$ cat config.mk
export PLATFORM = sky130hd
export DESIGN_NAME = wb_regfile
export DESIGN_NICKNAME = d
export VERILOG_FILES = /design/src/rtl/wb_regfile.sv
export SDC_FILE = /design/constraint.sdc
export NUM_CORES = 2
export LEC_CHECK = 0
export CAP_MARGIN = 20
export CORE_MARGIN = 4
export CORE_UTILIZATION = 45
export CTS_CLUSTER_SIZE = 40
export DETAILED_ROUTE_END_ITERATION = 10
export MAX_ROUTING_LAYER = met4
export PLACE_DENSITY = 0.63
export SLEW_MARGIN = 10
export SYNTH_ARGS = -nofsm -noshare
export SYNTH_HDL_FRONTEND = slang
export SYNTH_SLANG_ARGS = --single-unit
$ cat constraint.sdc
create_clock -name clk_i -period 12.03 [get_ports clk_i]
set_input_delay 3.609 -clock clk_i [delete_from_list [all_inputs] [get_ports clk_i]]
set_output_delay 3.609 -clock clk_i [all_outputs]
set_load 0.005 [all_outputs]
$ cat src/rtl/wb_regfile.sv
// Register file for the ID/WB stages: two combinational read ports, one write-back port.
// Optional macro WB_REGFILE_BYPASS_EN forwards a same-cycle commit onto matching read ports.
module wb_regfile #(
    parameter int unsigned DATA_W = 32,
    parameter int unsigned ADDR_W = 5
) (
    input  logic              clk_i,
    input  logic              rst_i,
    input  logic              RegWrite_i,
    input  logic              MemtoReg_i,
    input  logic [DATA_W-1:0] ALUout_i,
    input  logic [DATA_W-1:0] Memout_i,
    input  logic [ADDR_W-1:0] rd_addr_i,
    input  logic [ADDR_W-1:0] rs1_addr_i,
    input  logic [ADDR_W-1:0] rs2_addr_i,
    output logic [DATA_W-1:0] rs1_data_o,
    output logic [DATA_W-1:0] rs2_data_o,
    output logic [DATA_W-1:0] wb_data_o,
    output logic              wb_valid_o,
    output logic [ADDR_W-1:0] wb_addr_o
);

    localparam int unsigned REG_N = 2 ** ADDR_W;

    logic [DATA_W-1:0] regs [REG_N];
    logic              commit;
    logic [DATA_W-1:0] rs1_array;
    logic [DATA_W-1:0] rs2_array;

    // Write-back source mux and commit qualifier; index 0 is never written.
    always_comb begin
        wb_data_o = MemtoReg_i ? Memout_i : ALUout_i;
        commit    = RegWrite_i && (rd_addr_i != '0);
    end

    // Array and write-back status; reset overrides any simultaneous commit.
    always_ff @(posedge clk_i) begin
        if (rst_i) begin
            for (int i = 0; i < int'(REG_N); i++) begin
                regs[i] <= '0;
            end
            wb_valid_o <= 1'b0;
            wb_addr_o  <= '0;
        end else begin
            if (commit) begin
                regs[rd_addr_i] <= wb_data_o;
                wb_addr_o       <= rd_addr_i;
            end
            wb_valid_o <= commit;
        end
    end

    always_comb begin
        rs1_array = (rs1_addr_i == '0) ? '0 : regs[rs1_addr_i];
        rs2_array = (rs2_addr_i == '0) ? '0 : regs[rs2_addr_i];
    end

`ifdef WB_REGFILE_BYPASS_EN
    // commit already excludes index 0; reset suppresses forwarding.
    always_comb begin
        rs1_data_o = rs1_array;
        rs2_data_o = rs2_array;
        if (!rst_i && commit && (rd_addr_i == rs1_addr_i)) begin
            rs1_data_o = wb_data_o;
        end
        if (!rst_i && commit && (rd_addr_i == rs2_addr_i)) begin
            rs2_data_o = wb_data_o;
        end
    end
`else
    always_comb begin
        rs1_data_o = rs1_array;
        rs2_data_o = rs2_array;
    end
`endif

endmodule

==> impl_metrics.ini <==
[setup_path]
max_stage_delay_ns = 0.95
reg2reg_from = wb_addr_o[3]
reg2reg_to = wb_addr_o[3]
endpoint_kind = output pin
cp-endpoint = rs2_data_o[5]
regToRegSetupSlack_ns = 11.37
critical_path.startpoint_type = input port
required_ns = 8.42
crit_fanout = 19
r2r_cells = 2
worstPathCellList = clkdlybuf4s50_1 -> buf_4 -> nand3b_1 -> buf_4 -> o22ai_1 -> a2111oi_0 -> nor3_1 -> clkdlybuf4s50_1
critical_path_class = in2out
startpoint = rs2_addr_i[3]
arrival_ns = 7.52
critPathSlowestCell = a2111oi_0

[global_routing]
gr-total-overflow = 0
grt_pass1_wl_mm = 256.7
first_global_vias = 35180
grt_usage = 0.3041
grt_start_max_net_pins = 93
grt_antenna_before_repair = 4

[final_layout]
fillers = 9390
num-nets-final = 3792
seqCellArea_sq_mm = 0.03087
fin_area_sq_mm = 0.05989
syn_to_final_growth_pct = 14.20
drive_gt1_frac = 0.2445
multi_input_area_sq_mm = 0.02035

[clocking]
worstSkewPairLatency_ns = 0.70
cts_root_buffer = clkbuf_16
ctsLongestPathBuffers = 3
cts_hold_buf = 0
numCtsBuffers = 108
htree_levels = 3
cts_tree = done
post-cts-setup-buffers = 0
cts_num_sinks = 1030
path_clk_slew_ns = 0.07
ctsResizeCount = 0

[floorplan]
die_w_microns = 349.4
initial_core_util = 0.4562
die_height_microns = 349.4
ios = 185
die_area_sq_mm = 0.1221
core_area_sq_mm = 0.1150
rows = 124

[logic_synthesis]
ys_types = 43
synthArstFlopShare = 0
synth_area_leader_cell = edfxtp_1
synth-edff-count = 1024
synthTopCellsByCount = 1024 x edfxtp_1, 1004 x nor2_1, 465 x mux4_2
synth_area_leaders = edfxtp_1 59%, mux4_2 20%, nor2_1 7.2%
synth_most_common_cell = edfxtp_1
ys_seq_area_frac = 0.5886
synth_top_area_frac = 0.5863
yosysWarnings = 0
mappedNetlistArea_sq_mm = 0.05244
ys.flop_type = edfxtp_1
ys_ff_latch = 1030
syn_area_per_cell_sq_um = 14.54
syn_inst = 3607

[routing]
drtPass1Iterations = 5
drt_iter0_drc = 5885
routed_via_density = 6.740
ant_nets = 0
num_vias = 35770
drt_wl_total_mm = 181.5
avgRoutedWirePerCell_microns = 34.19
remaining_drc_errors = 0

[power]
leakage_nw = 20.64
p_sw_frac = 0.2553
powerDensity_mw_per_mm2 = 145.4
intPower_mw = 6.486
power_mw = 8.709
p_sw_mw = 2.223
comb_power_share = 0.139
power_frac_seq = 0.488
peakVddDrop_uv = 113.2
clockPowerShare = 0.374

[placement]
io_buffers = 184
dp.final_hpwl_mm = 110.4
place_area_sq_mm = 0.05654
gp_congestion = 0.9418

[timing]
relSlewSlack = 0.1915
worst_slew_pin_slew_ns = 1.213
fmax_mhz = 89.87
setup_viol = 0
min_period_ns = 11.13
finalCritPeriodShare = 0.9249
tns_ns = 0
finalHoldViolations = 0
skew_ns = 0
drv_slew = 0
rsz0062_at_grt = false
whs_ns = 0.4648

[flow_run]
cap_violations = 0

[hold_path]
hp-class = reg2reg
hold_start = wb_addr_o[4]

[status]
status = complete, no violations
[cells in the final DEF, fill, tap and decap left out, types with 31 or more instances in the layout]
cell             netlist  final
o22ai_1               81     81
a22o_1                52     52
buf_4                 42    158
mux4_2               465    465
conb_1                 1     32
edfxtp_1            1024   1024
nor2_1              1004   1003
mux2_2                35     35
inv_1                 33     33
clkdlybuf4s50_1        0    174
clkbuf_16              0    111
a211oi_1              37     37
nand2b_2               0     31
mux2i_1              188    156
mux2i_4                0     32
nor3_1                56     56
[power by group through the flow]
stage | Sequential (mW) | Combinational, mW | Clock (mW)
after floorplan | 4.28 | 0.680 | 0
after global placement | 4.31 | 1.19 | 0
after detailed placement | 4.32 | 1.19 | 0
after CTS | 4.24 | 1.20 | 3.27
after global routing | 4.27 | 1.25 | 3.42
final | 4.25 | 1.21 | 3.25
[routing by layer]
metal | vias up | part of all wire | global-route usage
met5 | - | 0 | -
met4 | 0 | 0.047 | 0.1151
met3 | 468 | 0.12 | 0.06534
met2 | 2800 | 0.46 | 0.4576
met1 | 18410 | 0.37 | 0.4103
li1 | 14100 | - | -
[state kept, by name (all words and copies together) (netlist names)]
register    count
wb_valid_o      1
regs         1024
wb_addr_o       5
[layout make-up]
type / count / share of cell area
Antenna cell: 4 / 0.0001671
Clock buffer: 130 / 0.04757
Clock inverter: 63 / 0.008273
Inverter: 33 / 0.002068
Multi-Input combinational cell: 2182 / 0.3397
Sequential cell: 1030 / 0.5154
Tap cell: 1512 / 0.03159
Timing Repair Buffer: 354 / 0.05519
[cell families (layout without fill, tap and decap cells)]
group | after synthesis | in the layout | share of synthesized area
buffers and inverters | 426 | 580 | 0.03708
DFF | 1030 | 1030 | 0.5886
and+or+nand+nor | 1192 | 1192 | 0.09178
other | 1 | 36 | 0.00007151
muxes | 688 | 688 | 0.2431
AOI/OAI and AO/OA | 270 | 270 | 0.03934
[critical path, delay by kind of cell]
kind | cells | cell delay, ns
AOI/OAI and AO/OA | 2 | 1.08
and+or+nand+nor | 2 | 0.89
buffers and inverters | 4 | 1.88
[through the flow]
step | util | setup slack, ns | std cells
4_1_cts | 0.5209 | 1.172 | 5304
2_1_floorplan | - | 3.180 | 3638
3_5_place_dp | 0.4918 | 1.183 | 5111
6_report | 0.5210 | 0.9032 | 5308
5_1_grt | 0.5209 | 0.9812 | 5307
3_3_place_gp | 0.4913 | 0.9970 | 5109
[how the worst min path moves through the flow]
stage	end	slack, ns	depth (start not counted)
5_1_grt	wb_addr_o[4]	0.49	2
2_1_floorplan	wb_addr_o[4]	0.45	2
6_report	wb_addr_o[4]	0.46	2
4_1_cts	wb_addr_o[4]	0.46	2
3_5_place_dp	wb_addr_o[4]	0.45	2
3_3_place_gp	wb_addr_o[4]	0.45	2
Power figures use the tool's default switching activity.
